File: config.mk
export PLATFORM = sky130hd
export DESIGN_NAME = spi_slave
export DESIGN_NICKNAME = d
export VERILOG_FILES = /design/src/rtl/spi_slave.sv
export SDC_FILE = /design/constraint.sdc
export NUM_CORES = 1
export LEC_CHECK = 0
export BUFFER_PORTS_ARGS = -buffer_cell sky130_fd_sc_hd__buf_2
export CELL_PAD_IN_SITES_DETAIL_PLACEMENT = 0
export CELL_PAD_IN_SITES_GLOBAL_PLACEMENT = 2
export CORE_ASPECT_RATIO = 0.75
export CORE_MARGIN = 2
export CORE_UTILIZATION = 41
export DETAILED_ROUTE_END_ITERATION = 8
export PLACE_DENSITY = 0.87
export SLEW_MARGIN = 20
export SYNTH_ARGS = -nofsm -noshare
export SYNTH_HDL_FRONTEND = slang
export SYNTH_SLANG_ARGS = --single-unit
File: constraint.sdc
create_clock -name clk_i -period 4.2 [get_ports clk_i]
set_input_delay 0.21 -clock clk_i [delete_from_list [all_inputs] [get_ports clk_i]]
set_output_delay 0.21 -clock clk_i [all_outputs]
set_load 0.02 [all_outputs]
File: src/rtl/spi_slave.sv
// SPI slave with selectable CPOL/CPHA, synchronized pin sampling on clk_i,
// a single-entry transmit holding buffer and streaming back-to-back words.
module spi_slave #(
  parameter int WIDTH       = 8,
  parameter int SYNC_STAGES = 2
) (
  input  logic             clk_i,
  input  logic             rst_i,
  input  logic             sck_i,
  input  logic             ss_n_i,
  input  logic             mosi_i,
  output logic             miso_o,
  output logic             miso_oe_o,
  input  logic             cpol_i,
  input  logic             cpha_i,
  input  logic [WIDTH-1:0] tx_data_i,
  input  logic             tx_valid_i,
  output logic             tx_ready_o,
  output logic [WIDTH-1:0] rx_data_o,
  output logic             rx_valid_o,
  output logic             tx_underrun_o,
  output logic             frame_err_o
);

  localparam int CNT_W = (WIDTH > 1) ? $clog2(WIDTH) : 1;
  localparam logic [CNT_W-1:0] LAST_BIT = CNT_W'(WIDTH - 1);

  typedef enum logic [1:0] {IDLE, LOAD, SHIFT} state_t;

  // Synchronizer chains and one-cycle history for edge detection
  logic [SYNC_STAGES-1:0] r_sck_sync;
  logic [SYNC_STAGES-1:0] r_ss_sync;
  logic [SYNC_STAGES-1:0] r_mosi_sync;
  logic                   r_sck_p1, r_sck_p2;
  logic                   r_ss_p1, r_ss_p2;
  logic                   r_mosi_p1;

  // Control state
  state_t                 r_state;
  logic                   r_cpol, r_cpha;
  logic [CNT_W-1:0]       r_cnt;
  logic                   r_first;
  logic                   r_pend_ur;
  logic                   r_miso;
  logic                   r_buf_full;
  logic                   r_rx_valid;
  logic                   r_underrun;
  logic                   r_frame_err;

  // Datapath
  logic [WIDTH-1:0]       r_buf;
  logic [WIDTH-1:0]       r_shift;
  logic [WIDTH-1:0]       r_rx_shift;
  logic [WIDTH-1:0]       r_rx_data;

  logic                   w_sck_rise, w_sck_fall;
  logic                   w_ss_fall, w_ss_rise;
  logic                   w_lead, w_trail;
  logic                   w_sample, w_drive;
  logic                   w_wrap, w_load, w_wr;
  logic [WIDTH-1:0]       w_load_word;
  logic [WIDTH-1:0]       w_rx_next;

  // Bring the asynchronous pins into clk_i and keep one cycle of history
  always_ff @(posedge clk_i) begin
    if (rst_i) begin
      r_sck_sync  <= '0;
      r_ss_sync   <= '1;
      r_mosi_sync <= '0;
      r_sck_p1    <= 1'b0;
      r_sck_p2    <= 1'b0;
      r_ss_p1     <= 1'b1;
      r_ss_p2     <= 1'b1;
      r_mosi_p1   <= 1'b0;
    end else begin
      r_sck_sync  <= {r_sck_sync[SYNC_STAGES-2:0], sck_i};
      r_ss_sync   <= {r_ss_sync[SYNC_STAGES-2:0], ss_n_i};
      r_mosi_sync <= {r_mosi_sync[SYNC_STAGES-2:0], mosi_i};
      // ---- stage p1: synchronized pin values ----
      r_sck_p1    <= r_sck_sync[SYNC_STAGES-1];
      r_ss_p1     <= r_ss_sync[SYNC_STAGES-1];
      r_mosi_p1   <= r_mosi_sync[SYNC_STAGES-1];
      // ---- stage p2: previous value, used to find edges ----
      r_sck_p2    <= r_sck_p1;
      r_ss_p2     <= r_ss_p1;
    end
  end

  assign w_sck_rise = r_sck_p1 & ~r_sck_p2;
  assign w_sck_fall = ~r_sck_p1 & r_sck_p2;
  assign w_ss_fall  = ~r_ss_p1 & r_ss_p2;
  assign w_ss_rise  = r_ss_p1 & ~r_ss_p2;

  // Mode decode uses the CPOL/CPHA captured at the start of the frame
  assign w_lead   = r_cpol ? w_sck_fall : w_sck_rise;
  assign w_trail  = r_cpol ? w_sck_rise : w_sck_fall;
  assign w_sample = r_cpha ? w_trail : w_lead;
  assign w_drive  = r_cpha ? w_lead : w_trail;

  assign w_rx_next   = {r_rx_shift[WIDTH-2:0], r_mosi_p1};
  assign w_wrap      = (r_state == SHIFT) && !w_ss_rise && w_sample && (r_cnt == LAST_BIT);
  assign w_load      = (r_state == LOAD) || w_wrap;
  assign w_wr        = tx_valid_i && !r_buf_full;
  assign w_load_word = r_buf_full ? r_buf : '1;

  // Holding-buffer occupancy: a write wins over a same-cycle load, which
  // has already taken the old content (or the underrun pattern)
  always_ff @(posedge clk_i) begin
    if (rst_i) begin
      r_buf_full <= 1'b0;
    end else if (w_wr) begin
      r_buf_full <= 1'b1;
    end else if (w_load) begin
      r_buf_full <= 1'b0;
    end
  end

  // Holding-buffer data capture
  always_ff @(posedge clk_i) begin
    if (w_wr) begin
      r_buf <= tx_data_i;
    end
  end

  // Frame FSM together with the shift datapath and status pulses
  always_ff @(posedge clk_i) begin
    if (rst_i) begin
      r_state     <= IDLE;
      r_cpol      <= 1'b0;
      r_cpha      <= 1'b0;
      r_cnt       <= '0;
      r_first     <= 1'b0;
      r_pend_ur   <= 1'b0;
      r_miso      <= 1'b1;
      r_rx_data   <= '0;
      r_rx_valid  <= 1'b0;
      r_underrun  <= 1'b0;
      r_frame_err <= 1'b0;
    end else begin
      r_rx_valid  <= 1'b0;
      r_underrun  <= 1'b0;
      r_frame_err <= 1'b0;
      case (r_state)
        IDLE: begin
          r_miso <= 1'b1;
          r_cnt  <= '0;
          if (w_ss_fall) begin
            r_cpol  <= cpol_i;
            r_cpha  <= cpha_i;
            r_state <= LOAD;
          end
        end
        LOAD: begin
          // First word of the frame: an empty buffer is reported at once
          r_shift    <= w_load_word;
          r_first    <= 1'b1;
          r_pend_ur  <= 1'b0;
          r_underrun <= !r_buf_full;
          r_miso     <= r_cpha ? 1'b1 : w_load_word[WIDTH-1];
          r_cnt      <= '0;
          r_state    <= SHIFT;
        end
        SHIFT: begin
          if (w_ss_rise) begin
            r_state     <= IDLE;
            r_miso      <= 1'b1;
            r_cnt       <= '0;
            r_pend_ur   <= 1'b0;
            r_frame_err <= (r_cnt != '0);
          end else if (w_sample) begin
            r_rx_shift <= w_rx_next;
            r_first    <= 1'b0;
            // A word reloaded at a wrap only counts as underrun once the
            // master actually clocks it, not when the frame simply ends
            if (r_first && r_pend_ur) begin
              r_underrun <= 1'b1;
              r_pend_ur  <= 1'b0;
            end
            if (r_cnt == LAST_BIT) begin
              r_cnt      <= '0;
              r_rx_data  <= w_rx_next;
              r_rx_valid <= 1'b1;
              r_shift    <= w_load_word;
              r_first    <= 1'b1;
              r_pend_ur  <= !r_buf_full;
            end else begin
              r_cnt <= r_cnt + CNT_W'(1);
            end
          end else if (w_drive) begin
            // Drive edges ahead of a word's first sample present its MSB
            if (r_first) begin
              r_miso <= r_shift[WIDTH-1];
            end else begin
              r_shift <= {r_shift[WIDTH-2:0], 1'b1};
              r_miso  <= r_shift[WIDTH-2];
            end
          end
        end
        default: r_state <= IDLE;
      endcase
    end
  end

  assign miso_o        = r_miso;
  assign miso_oe_o     = (r_state != IDLE);
  assign tx_ready_o    = ~r_buf_full;
  assign rx_data_o     = r_rx_data;
  assign rx_valid_o    = r_rx_valid;
  assign tx_underrun_o = r_underrun;
  assign frame_err_o   = r_frame_err;

endmodule

==> flow_summary.ini, run 1 <==
[min_path]
holdPathEnd = r_buf[5]$_DFFE_PP_
hold_depth = 1
hp-class = in -> reg
worstHoldStart = tx_data_i[5]

[yosys]
synth.avg_cell_area_um2 = 12.0
netlist_instances = 190
synth_warnings = 0
ys_types = 38
synthFlopType = dfxtp_1
async_reset_ff_share_pct = 0
synth-seq-area-share_pct = 59.0
synth_top_cell_area_share_pct = 30.2
ys_ff_latch = 56
synth_edf_count = 23
synth_nets = 213
synth_top_area_cell = edfxtp_1
yosysMostFrequentCell = dfxtp_1
synth.area.top_cells = edfxtp_1 30%, dfxtp_1 29%, mux2_2 3.9%, ha_1 3.8%, nand2b_1 3.8%
yosys-top-cells-count = 33 x dfxtp_1, 23 x edfxtp_1, 14 x a21oi_1, 14 x nand2b_1, 11 x nor2b_1
syn_area_mm2 = 0.00229

[setup_path]
end_kind = flip-flop
cp-start-kind = flip-flop
max_stage_delay_ps = 790
timing.rr.end = r_shift[2]$_DFFE_PP_
worstSetupPathType = reg -> reg
crit_slowest_cell = mux2i_2
path_buf_inv = 0
cp.required_ps = 4260
crit_family = multiplexers
r2r_slack_ps = 1970
cp_max_fo = 12
reg2regPathDepth = 4
r2r-start = r_cpha$_SDFFE_PP0P_
worstPathCellList = xor2_2, mux2i_2, nand2_4, mux2_2
cp.arrival_ps = 2290

[routing]
viasPerCell = 4.82
ant_nets = 0
drtIter0Drc = 149
dr.pass1.iters = 4
wirelength_mm = 3.89
vias = 1413
wl_per_cell_um = 13.3
drc = 0

[sta]
hold_violations = 0
final_max_slew_viol_count = 0
setup_tns_ps = 0
timing.final.crit_period_ps = 2230
rsz0062_at_grt = false
finalSetupViolCount = 0
fmax_ghz = 0.448
timing.hold.ws_ps = 74.0
period_share_pct = 53.2
tightest_slew_ps = 871
worst_clock_skew_ps = 6.72
slew_headroom_pct = 40.8

[floorplanning]
die_h_um = 68.7
die_w_um = 90.3
num_rows = 23
start_util_pct = 42.8
pin_count = 30
die_area_mm2 = 0.00620
core_area_mm2 = 0.00535

[clocking]
cts.sinks = 56
htreeDepth = 2
cts_made_buffers = 5
tritoncts = built
clockBufferDepth = 2
postCtsHoldBufs = 0
cts_setup_buffers = 0
root_buffer = clkbuf_8
cts_resized = 0
path_clk_slew_ps = 90
clk_latency_ps = 300

[outcome]
status = finished clean

[placed_design]
gp_congestion = 0.722
io_buffer_count = 29
dp_hpwl_mm = 2.72
placed_cells = 285

[global_routing]
grt_max_degree = 35
antenna_found_initial = 0
grt.overflow.total = 0
track_usage_pct = 13.3
grt_pass1_wl_mm = 6.40
grt_pass1_vias = 1247

[layout]
nets = 240
diodes = 0
syn_to_final_growth_pct = 12.3
final_cells = 293
num-fill-cells = 517
layout-drive-gt1-share_pct = 26.6

[power_and_ir_drop]
power_density_mw_per_mm2 = 416
combPwrFrac_pct = 15.0
p_seq_share_pct = 57.3
p_int_mw = 0.793
p_leak_nw = 0.963
swShare_pct = 25.9
clockPowerShare_pct = 27.6
switchingPower_mw = 0.277
fin_total_pwr_mw = 1.07
peakVddDrop_mv = 0.205

[job]
cap_violations = 0
flip-flops by register name, summed over array words and instances (netlist names), 2 cells and up:
name,count
r_shift,8
r_ss_sync,2
r_state,2
r_buf,8
r_sck_sync,2
rx_data_o,8
r_rx_shift,7
r_mosi_sync,2
r_cnt,3
worst reg2reg max path, stage by stage (launching register included):
cell and delay (ps):
dfxtp_1 400, xor2_2 290, mux2i_2 790, nand2_4 190, mux2_2 310
worst max-delay path by stage:
stage                                startpoint              endpoint  depth (start not counted)
after floorplan           r_cnt[0]$_SDFFE_PP0P_  r_shift[0]$_DFFE_PP_                          5
after global placement      r_cpha$_SDFFE_PP0P_  r_shift[5]$_DFFE_PP_                          4
after detailed placement    r_cpha$_SDFFE_PP0P_  r_shift[5]$_DFFE_PP_                          4
after CTS                   r_cpha$_SDFFE_PP0P_  r_shift[5]$_DFFE_PP_                          4
after global routing        r_cpha$_SDFFE_PP0P_  r_shift[4]$_DFFE_PP_                          4
final                       r_cpha$_SDFFE_PP0P_  r_shift[2]$_DFFE_PP_                          4
layout by cell type, fill, tap and decap left out, types with 8 or more instances in the layout:
| master | netlist | final |
|---|---|---|
| a21oi_1 | 14 | 14 |
| nand2b_1 | 14 | 14 |
| dfxtp_1 | 33 | 33 |
| nand4_1 | 9 | 9 |
| buf_2 | 1 | 29 |
| edfxtp_1 | 23 | 23 |
| mux2_2 | 8 | 8 |
| nor2b_1 | 11 | 11 |
| o21ai_0 | 9 | 9 |
power by group through the flow:
stage / clock network, mW / registers, mW / logic, mW
after global placement: 0 / 0.626 / 0.160
after detailed placement: 0 / 0.627 / 0.161
after CTS: 0.307 / 0.614 / 0.162
after floorplan: 0 / 0.622 / 0.122
after global routing: 0.328 / 0.618 / 0.180
final: 0.296 / 0.614 / 0.161
cell families after synthesis:
family          count (synthesis)  share of synthesized area (%)
flops                          56                           59.0
fa+ha+maj                       7                           3.83
buf+inv                        16                           3.34
xor+xnor                        1                          0.711
compound gates                 36                           10.1
simple gates                   60                           16.1
mux                            14                           6.94
area by class of cell:
| cell class | instances | area [um2] | area share (%) |
|---|---|---|---|
| flip-flops and latches | 56 | 1350 | 52.6 |
| clock inverters | 2 | 10.0 | 0.389 |
| clock buffers | 6 | 82.6 | 3.21 |
| multi-input cells | 118 | 861 | 33.5 |
| repair buffers | 29 | 145 | 5.65 |
| well taps | 75 | 93.8 | 3.65 |
| inverters | 7 | 26.3 | 1.02 |
metal layers:
layer	up-vias	GRT usage, %	routed length (um)
met5	-	0	0
li1	728	-	-
met4	0	4.62	37
met2	19	18.1	1550
met1	661	20.2	2180
met3	5	3.48	119
per-stage QoR:
step	instance area (um2)	util [%]	setup WS, ps
after floorplan	2290	-	2300
after global placement	2480	46.3	1990
after detailed placement	2480	46.3	1990
after CTS	2570	48.0	1950
after global routing	2570	48.0	1790
final	2570	48.0	1970
(Power assumes the default switching activity.)
==> inputs of run 2 (changes only) <==
--- a/config.mk
+++ b/config.mk
@@ -10,9 +10,9 @@
 export CELL_PAD_IN_SITES_GLOBAL_PLACEMENT = 2
 export CORE_ASPECT_RATIO = 0.75
 export CORE_MARGIN = 2
-export CORE_UTILIZATION = 41
+export CORE_UTILIZATION = 38
 export DETAILED_ROUTE_END_ITERATION = 8
-export PLACE_DENSITY = 0.87
+export PLACE_DENSITY = 0.82
 export SLEW_MARGIN = 20
 export SYNTH_ARGS = -nofsm -noshare
 export SYNTH_HDL_FRONTEND = slang
==> constraint.sdc (replaced) <==
create_clock -name clk_i -period 2.2 [get_ports clk_i]
set_input_delay 0.11 -clock clk_i [delete_from_list [all_inputs] [get_ports clk_i]]
set_output_delay 0.11 -clock clk_i [all_outputs]
set_load 0.02 [all_outputs]
==> run 2 against run 1 <==
Non-clock buffer count is 19 higher; worst setup slack worse by 1700 ps; critical path type unchanged; sequential share of layout area is 3.6 points lower; count of clock-buffer cells in the layout stayed put; first-iteration DRC count is 34% lower; largest power group unchanged; hold slack worse by 59 ps; sequential power is 91% higher; via count is 6.3% higher; fmax is 14% higher; critical endpoint is now r_buf_full$_SDFFE_PP0P_; final cell count is 7.5% higher.
==> flow_summary.ini, run 2 (synthesis gave the netlist of run 1 again) <==
[outcome]
status = finished clean

[sta]
period_share_pct = 89.3
worst_clock_skew_ps = 8.13
rsz0062_at_grt = false
tightest_slew_ps = 486
hold_violations = 0
timing.final.crit_period_ps = 1960
timing.hold.ws_ps = 14.9
fmax_ghz = 0.509
slew_headroom_pct = 67.6
setup_tns_ps = 0
finalSetupViolCount = 0
final_max_slew_viol_count = 0

[setup_path]
worstSetupPathType = reg -> reg
cp.depth = 6
r2r-start = r_cpha$_SDFFE_PP0P_
timing.rr.end = r_buf_full$_SDFFE_PP0P_
end_kind = flip-flop
endpoint = r_buf_full$_SDFFE_PP0P_
cp_max_fo = 6
crit_family = multiplexers
reg2regPathDepth = 6
cp-start-kind = flip-flop
r2r_slack_ps = 240
max_stage_delay_ps = 470
worstPathCellList = xor2_2, mux2i_2, buf_4, buf_4, nor2_4, o41ai_2
cpMostUsedCell = buf_4
cp-startpoint = r_cpha$_SDFFE_PP0P_
cp.arrival_ps = 2150
path_buf_inv = 2
crit_slowest_cell = mux2i_2
cp.required_ps = 2390

[placed_design]
io_buffer_count = 29
dp_hpwl_mm = 2.97
gp_congestion = 0.737

[clocking]
root_buffer = clkbuf_8
tritoncts = built
htreeDepth = 2
cts.sinks = 56
clockBufferDepth = 2
clk_latency_ps = 300
cts_setup_buffers = 0
cts_made_buffers = 5
path_clk_slew_ps = 90

[routing]
vias = 1502
wl_per_cell_um = 13.7
wirelength_mm = 4.32
viasPerCell = 4.77
ant_nets = 0
dr.pass1.iters = 4
drtIter0Drc = 98
drc = 0

[power_and_ir_drop]
peakVddDrop_mv = 0.399
fin_total_pwr_mw = 2.18
p_leak_nw = 1.05
power_density_mw_per_mm2 = 790

[layout]
nets = 259
final_core_util_pct = 47.3
layout-drive-gt1-share_pct = 28.7
final_common_cell = dfxtp_1
diodes = 0
final_cell_mix = 33 x dfxtp_1, 29 x buf_2, 23 x edfxtp_1
syn_to_final_growth_pct = 20.5

[job]
cap_violations = 0

[floorplanning]
num_rows = 24
core_area_mm2 = 0.00583
die_h_um = 71.2
die_w_um = 93.6
die_area_mm2 = 0.00667
start_util_pct = 39.3
pin_count = 30

[global_routing]
grt_pass1_wl_mm = 7.16
track_usage_pct = 13.9
grt_max_degree = 34
antenna_found_initial = 0
grt_pass1_vias = 1396
grt.overflow.total = 0

[min_path]
worstHoldStart = sck_i
hp-class = in -> reg
[run 2: cell type report]
| cell class | instances | area [um2] |
|---|---|---|
| well taps | 78 | 97.6 |
| clock inverters | 2 | 35.0 |
| fillers | 551 | 3070 |
| flip-flops and latches | 56 | 1350 |
| inverters | 7 | 26.3 |
| clock buffers | 6 | 72.6 |
| multi-input cells | 118 | 865 |
| repair buffers | 48 | 310 |
[run 2: through the flow]
stage,setup WS (ps),instances,area (um2)
floorplan,296,190,2290
global placement,191,298,2560
detailed placement,82.9,298,2560
CTS,78.1,315,2750
global route,107,315,2760
finish,235,315,2760
[run 2: worst min path at each step]
stage	end	slack (ps)	cells after the start
2_1_floorplan	r_buf[0]$_DFFE_PP_	210	0
3_3_place_gp	r_buf[5]$_DFFE_PP_	290	1
3_5_place_dp	r_buf[6]$_DFFE_PP_	290	1
4_1_cts	r_mosi_sync[0]$_SDFF_PP0_	8	2
5_1_grt	r_sck_sync[0]$_SDFF_PP0_	30	2
6_report	r_sck_sync[0]$_SDFF_PP0_	10	2
[run 2: what timing repair did]
action                                 4_1_cts  5_1_grt
gates resized for setup                      0        1
setup endpoints to repair                    0        8
hold buffers                                 9        0
endpoints found under the hold margin        9        0
[run 2: report_power, final]
group          switching, mW  internal (mW)
Clock                  0.316          0.338
Combinational          0.206          0.151
Sequential            0.0228           1.14
Total                  0.545           1.63
[run 2: per-layer routing]
| layer | up-vias | GRT usage [%] | part of all wire (%) |
|---|---|---|---|
| li1 | 768 | - | - |
| met1 | 696 | 22.0 | 55 |
| met2 | 36 | 18.7 | 40 |
| met3 | 2 | 3.41 | 4.2 |
| met4 | 0 | 3.86 | 0.79 |
| met5 | - | 0 | 0 |
==> inputs of run 3 (changes only) <==
--- a/config.mk
+++ b/config.mk
@@ -11,6 +11,7 @@
 export CORE_ASPECT_RATIO = 0.75
 export CORE_MARGIN = 2
 export CORE_UTILIZATION = 38
+export CTS_BUF_LIST = sky130_fd_sc_hd__clkbuf_16
 export DETAILED_ROUTE_END_ITERATION = 8
 export PLACE_DENSITY = 0.82
 export SLEW_MARGIN = 20
==> run 3 against run 2 <==
Clock skew decreased by 3.6 ps; count of clock-buffer cells in the layout decreased by 1; first-iteration DRC count decreased by 17%; final cell count decreased by 0.63%; routed wire length decreased by 1.7%; clock power increased by 32%; register-to-register slack about the same; core utilization increased by 0.62 points; total power increased by 9.5%; fmax increased by 0.20%; worst setup slack improved by 3.9 ps; sequential share of layout area decreased by 0.64 points.
==> flow_summary.ini, run 3 (synthesis gave the netlist of run 1 again) <==
[layout]
layout-drive-gt1-share_pct = 28.9
final_cell_mix = 33 x dfxtp_1, 29 x buf_2, 23 x edfxtp_1
final_cells = 313
num-fill-cells = 550
diodes = 0
nets = 257
final_core_util_pct = 48.0
syn_to_final_growth_pct = 22.1
stdcell_area_mm2 = 0.00279
final_common_cell = dfxtp_1

[power_and_ir_drop]
fin_total_pwr_mw = 2.39
p_seq_share_pct = 48.9
swShare_pct = 23.5
p_int_mw = 1.82
peakVddDrop_mv = 0.476
switchingPower_mw = 0.562
p_leak_nw = 1.07
power_density_mw_per_mm2 = 854
clockPowerShare_pct = 36.3
combPwrFrac_pct = 14.8

[min_path]
hold_depth = 1
worstHoldStart = tx_data_i[7]
holdPathEnd = r_buf[7]$_DFFE_PP_
hp-class = in -> reg

[placed_design]
dp_hpwl_mm = 2.97
pre_cts_ws_ps = 82.9
io_buffer_count = 29
dpl_cell_area_mm2 = 0.00256
gp_congestion = 0.737
placed_cells = 298

[global_routing]
grt_pass1_wl_mm = 7.14
grt_max_degree = 34
grt.overflow.total = 0
track_usage_pct = 14.0
grt_pass1_vias = 1398
antenna_found_initial = 0

[sta]
timing.final.ws_setup_ps = 239
timing.hold.ws_ps = 10.1
rsz0062_at_grt = false
setup_tns_ps = 0
timing.final.crit_period_ps = 1960
hold_violations = 0
fmax_ghz = 0.510
period_share_pct = 89.1
finalSetupViolCount = 0
tightest_slew_ps = 482
slew_headroom_pct = 67.8
final_max_slew_viol_count = 0
worst_clock_skew_ps = 4.50

[routing]
ant_nets = 0
wirelength_mm = 4.24
drtIter0Drc = 81
vias = 1475
wl_per_cell_um = 13.6
drc = 0
viasPerCell = 4.71
dr.pass1.iters = 4

[setup_path]
reg2regPathDepth = 6
end_kind = flip-flop
crit_slowest_cell = mux2i_2
worstPathCellList = xor2_2, mux2i_2, buf_4, buf_4, nor2_4, o41ai_2
worstSetupPathType = reg -> reg
timing.rr.end = r_buf_full$_SDFFE_PP0P_
path_buf_inv = 2
crit_family = multiplexers
r2r-start = r_cpha$_SDFFE_PP0P_
cp-start-kind = flip-flop
cp.required_ps = 2370
cpMostUsedCell = buf_4
cp_max_fo = 6
cp.arrival_ps = 2130
max_stage_delay_ps = 470
r2r_slack_ps = 240

[clocking]
clockBufferDepth = 2
path_clk_slew_ps = 70
clk_latency_ps = 280
cts.sinks = 56
cts_made_buffers = 5
root_buffer = clkbuf_16
tritoncts = built
htreeDepth = 2

[floorplanning]
core_area_mm2 = 0.00583
die_area_mm2 = 0.00667
die_h_um = 71.2
start_util_pct = 39.3
pin_count = 30
num_rows = 24
die_w_um = 93.6

[outcome]
status = finished clean

[job]
cap_violations = 0
-- run 3: changes by cell type in the layout (fill, tap and decap cells not counted) --
cell and delta:
clkbuf_8 -5, clkbuf_16 +5, inv_1 +1, clkbuf_1 -1, dlygate4sd3_1 -2
-- run 3: power groups by stage --
stage	combinational (mW)	sequential, mW	clock (mW)
after global routing	0.394	1.17	0.928
after global placement	0.343	1.19	0
after floorplan	0.234	1.19	0
after CTS	0.354	1.17	0.890
final	0.352	1.17	0.866
after detailed placement	0.343	1.19	0
-- run 3: area by class of cell --
class                           instances  area [um2]  share of cell area [%]
Clock buffer                            5         125                    4.48
Clock inverter                          3        38.8                    1.39
Inverter                                7        26.3                   0.940
Multi-Input combinational cell        118         865                    30.9
Sequential cell                        56        1350                    48.4
Tap cell                               78        97.6                    3.49
Timing Repair Buffer                   46         290                    10.4
-- run 3: routing by layer --
| metal | wire, um | vias to the layer above | global-route usage [%] |
|---|---|---|---|
| li1 | - | 765 | - |
| met1 | 2240 | 668 | 22.0 |
| met2 | 1770 | 38 | 18.5 |
| met3 | 189 | 4 | 3.41 |
| met4 | 45 | 0 | 5.31 |
| met5 | 0 | - | 0 |
-- run 3: repair_timing --
action / 4_1_cts / 5_1_grt
setup endpoints to repair: 0 / 8
setup buffers: 0 / 0
endpoints found under the hold margin: 7 / 0
hold buffers: 7 / 0
resized for setup: 0 / 1
-- run 3: how the worst max path moves through the flow --
| stage | slack, ps | depth (start not counted) | to | from |
|---|---|---|---|---|
| final | 240 | 6 | r_buf_full$_SDFFE_PP0P_ | r_cpha$_SDFFE_PP0P_ |
| after CTS | 70 | 5 | r_shift[5]$_DFFE_PP_ | r_state[0]$_SDFFE_PP0P_ |
| after global placement | 190 | 6 | r_buf_full$_SDFFE_PP0P_ | r_cpha$_SDFFE_PP0P_ |
| after detailed placement | 80 | 5 | r_shift[0]$_DFFE_PP_ | r_state[0]$_SDFFE_PP0P_ |
| after floorplan | 300 | 5 | r_shift[0]$_DFFE_PP_ | r_cnt[0]$_SDFFE_PP0P_ |
| after global routing | 110 | 6 | r_buf_full$_SDFFE_PP0P_ | r_cpha$_SDFFE_PP0P_ |
